### src/rtl/sad_min_tracker.sv
// Minimum-SAD tracker: scans one search window of scores, reports min, its index, count and overflow.
// Optional macro SAD_SECOND_BEST_EN adds out_second, the runner-up score of the window.
module sad_min_tracker #(
    parameter logic [9:0] THRESHOLD = 10'd500,
    parameter int         INDEX_W   = 12
) (
    input  logic               clk,
    input  logic               rst,
    input  logic               start,
    input  logic               in_valid,
    input  logic [9:0]         in_sad,
    input  logic               in_last,
    input  logic               out_ack,
    output logic               busy,
    output logic               out_valid,
    output logic [9:0]         out_min,
    output logic [INDEX_W-1:0] out_index,
    output logic [INDEX_W-1:0] out_count,
    output logic               out_match,
    output logic               out_overflow,
`ifdef SAD_SECOND_BEST_EN
    output logic [9:0]         out_second,
`endif
    output logic [1:0]         dbg_state
);

    // Handshake: a candidate is taken on every edge where state is SCAN, in_valid is high and
    // start is low; the result is held while out_valid is high and released on the out_ack edge.
    localparam logic [1:0] S_IDLE = 2'd0;
    localparam logic [1:0] S_SCAN = 2'd1;
    localparam logic [1:0] S_DONE = 2'd2;

    localparam logic [INDEX_W-1:0] CNT_MAX = '1;

    logic [1:0]         state_q, state_d;
    logic [9:0]         run_min_q, run_min_d;
    logic [INDEX_W-1:0] run_idx_q, run_idx_d;
    logic [INDEX_W-1:0] run_cnt_q, run_cnt_d;
    logic               run_ovf_q, run_ovf_d;
    logic [9:0]         res_min_q, res_min_d;
    logic [INDEX_W-1:0] res_idx_q, res_idx_d;
    logic [INDEX_W-1:0] res_cnt_q, res_cnt_d;
    logic               res_ovf_q, res_ovf_d;
`ifdef SAD_SECOND_BEST_EN
    logic [9:0]         run_sec_q, run_sec_d;
    logic [9:0]         res_sec_q, res_sec_d;
`endif

    always_comb begin
        state_d   = state_q;
        run_min_d = run_min_q;
        run_idx_d = run_idx_q;
        run_cnt_d = run_cnt_q;
        run_ovf_d = run_ovf_q;
        res_min_d = res_min_q;
        res_idx_d = res_idx_q;
        res_cnt_d = res_cnt_q;
        res_ovf_d = res_ovf_q;
`ifdef SAD_SECOND_BEST_EN
        run_sec_d = run_sec_q;
        res_sec_d = res_sec_q;
`endif
        case (state_q)
            S_IDLE: begin
                if (start) begin
                    state_d   = S_SCAN;
                    run_min_d = 10'h3FF;
                    run_idx_d = '0;
                    run_cnt_d = '0;
                    run_ovf_d = 1'b0;
`ifdef SAD_SECOND_BEST_EN
                    run_sec_d = 10'h3FF;
`endif
                end
            end
            S_SCAN: begin
                if (start) begin
                    run_min_d = 10'h3FF;
                    run_idx_d = '0;
                    run_cnt_d = '0;
                    run_ovf_d = 1'b0;
`ifdef SAD_SECOND_BEST_EN
                    run_sec_d = 10'h3FF;
`endif
                end else if (in_valid) begin
                    // Index is the saturated count, so a late winner past overflow records all-ones.
                    if (in_sad < run_min_q) begin
                        run_min_d = in_sad;
                        run_idx_d = run_cnt_q;
`ifdef SAD_SECOND_BEST_EN
                        run_sec_d = run_min_q;
                    end else if (in_sad < run_sec_q) begin
                        run_sec_d = in_sad;
`endif
                    end
                    if (run_cnt_q == CNT_MAX) begin
                        run_ovf_d = 1'b1;
                    end else begin
                        run_cnt_d = run_cnt_q + INDEX_W'(1);
                    end
                    if (in_last) begin
                        state_d   = S_DONE;
                        res_min_d = run_min_d;
                        res_idx_d = run_idx_d;
                        res_cnt_d = run_cnt_d;
                        res_ovf_d = run_ovf_d;
`ifdef SAD_SECOND_BEST_EN
                        res_sec_d = run_sec_d;
`endif
                    end
                end
            end
            S_DONE: begin
                if (out_ack) begin
                    state_d = S_IDLE;
                end
            end
            default: begin
                state_d = S_IDLE;
            end
        endcase
    end

    always_ff @(posedge clk) begin
        if (rst) begin
            state_q   <= S_IDLE;
            run_min_q <= 10'h3FF;
            run_idx_q <= '0;
            run_cnt_q <= '0;
            run_ovf_q <= 1'b0;
            res_min_q <= 10'h3FF;
            res_idx_q <= '0;
            res_cnt_q <= '0;
            res_ovf_q <= 1'b0;
`ifdef SAD_SECOND_BEST_EN
            run_sec_q <= 10'h3FF;
            res_sec_q <= 10'h3FF;
`endif
        end else begin
            state_q   <= state_d;
            run_min_q <= run_min_d;
            run_idx_q <= run_idx_d;
            run_cnt_q <= run_cnt_d;
            run_ovf_q <= run_ovf_d;
            res_min_q <= res_min_d;
            res_idx_q <= res_idx_d;
            res_cnt_q <= res_cnt_d;
            res_ovf_q <= res_ovf_d;
`ifdef SAD_SECOND_BEST_EN
            run_sec_q <= run_sec_d;
            res_sec_q <= res_sec_d;
`endif
        end
    end

    assign busy         = (state_q == S_SCAN);
    assign out_valid    = (state_q == S_DONE);
    assign out_min      = res_min_q;
    assign out_index    = res_idx_q;
    assign out_count    = res_cnt_q;
    assign out_overflow = res_ovf_q;
    assign out_match    = (res_min_q < THRESHOLD);
    assign dbg_state    = state_q;
`ifdef SAD_SECOND_BEST_EN
    assign out_second   = res_sec_q;
`endif

endmodule
### config.mk
export PLATFORM = sky130hd
export DESIGN_NAME = sad_min_tracker
export DESIGN_NICKNAME = d
export VERILOG_FILES = /design/src/rtl/sad_min_tracker.sv
export SDC_FILE = /design/constraint.sdc
export NUM_CORES = 1
export LEC_CHECK = 0
export ABC_AREA = 1
export CAP_MARGIN = 15
export CELL_PAD_IN_SITES_DETAIL_PLACEMENT = 0
export CELL_PAD_IN_SITES_GLOBAL_PLACEMENT = 2
export CORE_UTILIZATION = 32
export DETAILED_ROUTE_END_ITERATION = 12
export GPL_TIMING_DRIVEN = 0
export PLACE_DENSITY_LB_ADDON = 0.1
export SLEW_MARGIN = 25
export SYNTH_ARGS = -nofsm -noshare
export SYNTH_HDL_FRONTEND = slang
export SYNTH_SLANG_ARGS = --single-unit
export TNS_END_PERCENT = 10
### constraint.sdc
create_clock -name clk -period 5.29 [get_ports clk]
set_clock_uncertainty 0.2 [all_clocks]
set_input_delay 1.058 -clock clk [delete_from_list [all_inputs] [get_ports clk]]
set_output_delay 1.058 -clock clk [all_outputs]
set_load 0.005 [all_outputs]
==> results of run 1 <==
-- cells in the mapped netlist (2+ instances only) --
cell | n | area share [%]
nand4_1 | 23 | 3.8
buf_1 | 5 | 0.50
dfxtp_1 | 72 | 38
ha_1 | 10 | 3.3
o21ai_0 | 9 | 1.2
clkbuf_1 | 10 | 1.0
a21oi_1 | 49 | 6.5
a21o_1 | 3 | 0.60
buf_6 | 2 | 0.60
inv_1 | 74 | 7.4
buf_4 | 4 | 0.80
nor2_2 | 3 | 0.50
nor2_1 | 52 | 5.2
nand2_2 | 4 | 0.66
nand3_1 | 32 | 4.2
buf_2 | 9 | 1.2
nor3_4 | 2 | 0.86
nand2_1 | 178 | 18
o21ai_1 | 4 | 0.53
inv_2 | 3 | 0.30
xor2_1 | 5 | 1.2
-- per-stage QoR --
stage | hold slack (ps) | area (sq um) | cells | utilization [%] | power, mW
2_1_floorplan | 244 | 3770 | 568 | - | 0.682
3_3_place_gp | 251 | 4490 | 765 | 39.2 | 0.745
3_5_place_dp | 256 | 4490 | 765 | 39.2 | 0.746
4_1_cts | 265 | 4810 | 781 | 41.9 | 1.41
5_1_grt | 285 | 4810 | 781 | 41.9 | 1.46
6_report | 264 | 4810 | 781 | 41.9 | 1.39
-- final timing paths --
kind,end,slack (ps),cells past startpoint
setup / recovery,run_min_q[1]$_SDFFE_PP1P_,2280,12
hold / removal,run_idx_q[3]$_SDFFE_PP0P_,260,2
setup reg to reg,run_min_q[1]$_SDFFE_PP1P_,3080,12
hold reg to reg,run_idx_q[3]$_SDFFE_PP0P_,260,2
-- routing by layer --
metal | vias up | part of all wire [%] | global-route usage, %
met3 | 13 | 3.8 | 3.13
met4 | 0 | 1.7 | 7.20
li1 | 1922 | - | -
met2 | 73 | 41 | 25.1
met1 | 1576 | 54 | 25.9
met5 | - | 0 | 0
-- cells by family after synthesis --
| group | after synthesis | share of synthesized area [%] |
|---|---|---|
| and+or+nand+nor | 300 | 34.7 |
| buffers and inverters | 108 | 11.8 |
| AOI/OAI and AO/OA | 73 | 10.8 |
| DFF | 72 | 38.2 |
| adders and majority gates | 10 | 3.32 |
| xor gates and xnor gates | 5 | 1.16 |
-- power groups by stage --
stage          Clock [mW]  Combinational (mW)  Sequential (mW)
4_1_cts             0.671               0.169            0.565
3_5_place_dp            0               0.168            0.577
2_1_floorplan           0               0.105            0.577
6_report            0.653               0.168            0.565
3_3_place_gp            0               0.168            0.577
5_1_grt             0.699               0.191            0.567
-- worst max-delay path: cells and delay by family --
kind	cells	cell delay (ps)
adder cells (fa/ha/maj)	1	320
buffers and inverters	3	900
AND/OR/NAND/NOR	8	800
-- placed cells by master (no fill, tap or decap), types with 10 or more instances in the layout --
master,n
nor2_1,52
nand3_1,32
nand2_1,178
dfxtp_1,72
ha_1,10
clkdlybuf4s50_1,54
inv_1,74
clkbuf_1,11
a21oi_1,49
nand4_1,23
-- registers in the layout (all words and copies together) (netlist names) --
name          flops
dbg_state         2
run_ovf_q         1
run_cnt_q        12
run_idx_q        12
run_min_q        10
out_overflow      1
out_min          10
out_index        12
out_count        12
-- cell type report --
type | instances | area, sq um | share of cell area [%]
multi-input combinational | 388 | 1880 | 39.2
timing repair buffer | 54 | 541 | 11.2
clock buffer | 14 | 284 | 5.91
buffer | 30 | 154 | 3.20
inverter | 78 | 293 | 6.09
sequential | 72 | 1440 | 30.0
clock inverter | 2 | 35.0 | 0.728
tap | 143 | 179 | 3.72
==> impl_metrics.env, run 1 <==
export IMPL_ctsHoldBuffers=0
export IMPL_min_from="run_idx_q[3]$_SDFFE_PP0P_"
export IMPL_num_vias=3584
export IMPL_nets=659
export IMPL_syn_nets=594
export IMPL_track_usage_pct=17.6
export IMPL_via_per_inst=4.59
export IMPL_synth_seq_area_share_pct=38.2
export IMPL_grt_ovfl_total=0
export IMPL_start_kind="input pin"
export IMPL_wl_per_cell_um=13.3
export IMPL_p_sw_mw=0.347
export IMPL_cts_tree="built"
export IMPL_diodes=0
export IMPL_relSlewSlack_pct=59.1
export IMPL_synth_edff_count=0
export IMPL_slowest_delay_ps=440
export IMPL_grt_max_degree=12
export IMPL_setup_viol_count_final=0
export IMPL_dr_pass1_iters=5
export IMPL_crit_required_ps=5370
export IMPL_initial_utilization_pct=32.9
export IMPL_async_flop_share_pct=0
export IMPL_setup_ws_ps=2280
export IMPL_rows=39
export IMPL_grt_pass1_vias=3268
export IMPL_outcome="completed"
export IMPL_core_area_sq_um=11500
export IMPL_die_w_um=111
export IMPL_internal_power_mw=1.04
export IMPL_drc=0
export IMPL_die_y_um=111
export IMPL_antenna_found_initial=0
export IMPL_p_leak_nw=2.21
export IMPL_ir_drop_uv=144
export IMPL_grt_pass1_wl_mm=16.8
export IMPL_path_cells="clkdlybuf4s50_1, ha_1, nand2_1, inv_1, nand2_1, nand2_1, nand2_1, buf_1, nand4_1, nand3_1, nand2_1, nand2_1"
export IMPL_io_buffers=54
export IMPL_cts_buffer_depth=2
export IMPL_fin_tns_setup_ps=0
export IMPL_syn_area_sq_um=3770
export IMPL_wl_mm=10.4
export IMPL_pwr_share_comb_pct=12.1
export IMPL_gp_congestion=0.790
export IMPL_place_ws_ps=1930
export IMPL_die_area_sq_um=12200
export IMPL_max_clock_freq_mhz=332
export IMPL_power_switching_share_pct=25.1
export IMPL_synthCells=568
export IMPL_ant_nets=0
export IMPL_clock_insertion_delay_worst_skew_ps=340
export IMPL_p_clk_share_pct=47.1
export IMPL_areaGrowthSynthToFinish_pct=27.5
export IMPL_path_class="input pin to flop"
export IMPL_synth_main_ff_cell="dfxtp_1"
export IMPL_place_hpwl_mm=7.44
export IMPL_nFillCells=1225
export IMPL_tightest_slew_ps=614
export IMPL_htreeDepth=3
export IMPL_drt_initial_drc_count=203
export IMPL_cts_sinks=72
export IMPL_crit_start="in_sad[5]"
export IMPL_reg2reg_from="run_min_q[4]$_SDFFE_PP1P_"
export IMPL_cts_setup_buffers=0
export IMPL_fin_crit_ps=3010
export IMPL_crit_path_frequent_cell="nand2_1"
export IMPL_cts_buffers=9
export IMPL_finalMaxSlewViolations=0
export IMPL_finalHoldViolations=0
export IMPL_cp_arrival_ps=3100
export IMPL_min_path_type="flop to flop"
export IMPL_ctsResizeCount=0
export IMPL_fin_crit_sh_pct=57.0
export IMPL_ys_ff_latch=72
export IMPL_maxCapViolCount=0
export IMPL_synth_distinct_cells=36
export IMPL_root_buffer="clkbuf_16"
export IMPL_ys_warn_count=0
export IMPL_clk_pin_slew_worst_paths_ps=60
export IMPL_ioPinCount=56
export IMPL_worst_path_max_delay_cell="clkdlybuf4s50_1"
export IMPL_power_density_nw_per_um2=288
export IMPL_end_kind="flop"
export IMPL_pwr_share_seq_pct=40.8
export IMPL_critPathMaxFanout=10
export IMPL_avgSynthCellArea_sq_um=6.64
export IMPL_grt_setup_unrepaired="no"
export IMPL_drive_above_1_share_pct=7.68
Note: power is estimated with default switching activity, not from simulation.
==> run 2: changes to the inputs <==
Settings changed: CORE_UTILIZATION 32 to 27.
Clock period 5.29 ns to 2.6 ns, I/O delays scaled along.
==> run 2 against run 1 <==
Effect of this change:
- die area increased by 18%
- power increased by 110%
- sequential power increased by 100%
- global-route usage decreased by 1.1 points
- highest routed layer unchanged
- design area increased by 1.2%
==> impl_metrics.env, run 2 (synthesis results as in run 1) <==
export IMPL_cts_buffers=9
export IMPL_wl_per_cell_um=13.6
export IMPL_min_path_type="flop to flop"
export IMPL_fin_crit_sh_pct=93.8
export IMPL_critPathTopFamily="simple AND/OR/NAND/NOR gates"
export IMPL_end_kind="flop"
export IMPL_setup_viol_count_final=0
export IMPL_placed_area_sq_um=4530
export IMPL_die_y_um=120
export IMPL_core_area_sq_um=13500
export IMPL_gp_congestion=0.778
export IMPL_cts_setup_buffers=0
export IMPL_antenna_found_initial=0
export IMPL_ctsResizeCount=0
export IMPL_max_clock_freq_mhz=410
export IMPL_ctsHoldBuffers=0
export IMPL_clk_pin_slew_worst_paths_ps=60
export IMPL_cts_tree="built"
export IMPL_power_density_nw_per_um2=585
export IMPL_io_buffers=54
export IMPL_path_class="input pin to flop"
export IMPL_crit_buf_inv=3
export IMPL_num_vias=3636
export IMPL_rows=42
export IMPL_die_area_sq_um=14400
export IMPL_clock_insertion_delay_worst_skew_ps=340
export IMPL_grt_setup_unrepaired="no"
export IMPL_die_w_um=120
export IMPL_track_usage_pct=16.6
export IMPL_root_buffer="clkbuf_16"
export IMPL_place_hpwl_mm=7.91
export IMPL_cts_buffer_depth=2
export IMPL_outcome="completed"
export IMPL_nFillCells=1494
export IMPL_total_power_mw=2.85
export IMPL_grt_ovfl_total=0
export IMPL_layoutNonFillerInstCount=814
export IMPL_start_kind="input pin"
export IMPL_finalInstanceArea_sq_um=4870
export IMPL_finalHoldViolations=0
export IMPL_ioPinCount=56
export IMPL_grt_max_degree=12
export IMPL_maxCapViolCount=0
export IMPL_worst_path_max_delay_cell="clkdlybuf4s50_1"
export IMPL_drc=0
export IMPL_grt_pass1_wl_mm=18.3
export IMPL_nets=659
export IMPL_tightest_slew_ps=626
export IMPL_drive_above_1_share_pct=7.99
export IMPL_areaGrowthSynthToFinish_pct=29.1
export IMPL_drt_initial_drc_count=170
export IMPL_path_cells="clkdlybuf4s50_1, ha_1, nand2_1, nor2_2, nand2_1, nand3_1, buf_4, nand2_1, nand2_1, nand2_1, nand2_1, inv_1"
export IMPL_slowest_delay_ps=440
export IMPL_dp_cells=798
export IMPL_diodes=0
export IMPL_relSlewSlack_pct=58.3
export IMPL_htreeDepth=3
export IMPL_via_per_inst=4.47
export IMPL_critPathMaxFanout=10
export IMPL_crit_path_frequent_cell="nand2_1"
export IMPL_fin_crit_ps=2440
export IMPL_final_common_cell="nand2_1"
export IMPL_grt_pass1_vias=3502
export IMPL_p_leak_nw=2.21
export IMPL_cts_sinks=72
export IMPL_mostFrequentLayoutCells="178 x nand2_1, 74 x inv_1, 72 x dfxtp_1"
export IMPL_initial_utilization_pct=28.0
export IMPL_crit_required_ps=2640
export IMPL_cp_arrival_ps=2480
export IMPL_wl_mm=11.1
export IMPL_ir_drop_uv=319
export IMPL_finalMaxSlewViolations=0
export IMPL_dr_pass1_iters=4
export IMPL_ant_nets=0
-- run 2: cell types whose count changed in the layout (fill, tap and decap cells not counted), sizes merged --
cell,change
clkbuf,+2
buf,-3
bufinv,+1
-- run 2: metrics by stage --
step	hold slack (ps)	util [%]	setup slack (ps)	TNS, ps
3_3_place_gp	251	33.7	-322	-10620
5_1_grt	278	36.2	2.11	0
4_1_cts	265	36.0	1.96	0
3_5_place_dp	255	33.7	-355	-11590
2_1_floorplan	244	-	551	0
6_report	263	36.2	161	0
-- run 2: layout make-up --
class	count	area, sq um	area share, %
buffer	30	161	3.32
clock buffer	13	250	5.14
sequential	72	1440	29.6
timing repair buffer	54	541	11.1
clock inverter	3	65.1	1.34
multi-input combinational	388	1900	38.9
inverter	78	293	6.02
tap	176	220	4.52
-- run 2: worst register-to-register path: stages (launching register included) --
cell and delay [ps]:
dfxtp_1 350, inv_1 50, ha_1 290, nand2_1 80
nor2_2 210, nand2_1 180, nand3_1 200, buf_4 210
nand2_1 80, nand2_1 90, nand2_1 60, nand2_1 60
inv_1 30
-- run 2: worst paths after layout --
kind	to	slack (ps)	cells past startpoint	start
worst max register to register	out_index[10]$_SDFFE_PP0P_	420	12	run_min_q[9]$_SDFFE_PP1P_
worst min-delay path	run_idx_q[8]$_SDFFE_PP0P_	260	2	run_idx_q[8]$_SDFFE_PP0P_
worst max-delay path	out_index[10]$_SDFFE_PP0P_	160	12	in_sad[9]
worst min register to register	run_idx_q[8]$_SDFFE_PP0P_	260	2	run_idx_q[8]$_SDFFE_PP0P_
-- run 2: power by group --
part | switching [mW] | leakage (nW) | internal (mW)
sequential | 0.0186 | 0.584 | 1.13
combinational | 0.210 | 1.47 | 0.137
clock | 0.482 | 0.154 | 0.866
-- run 2: per-layer routing --
layer / vias up / track usage [%] / routed length (um) / part of all wire, %
met1: 1626 / 24.4 / 5850 / 53
met5: - / 0 / 0 / 0
met4: 0 / 7.19 / 201 / 1.8
li1: 1927 / - / - / -
met3: 13 / 2.50 / 448 / 4.0
met2: 70 / 23.5 / 4590 / 41
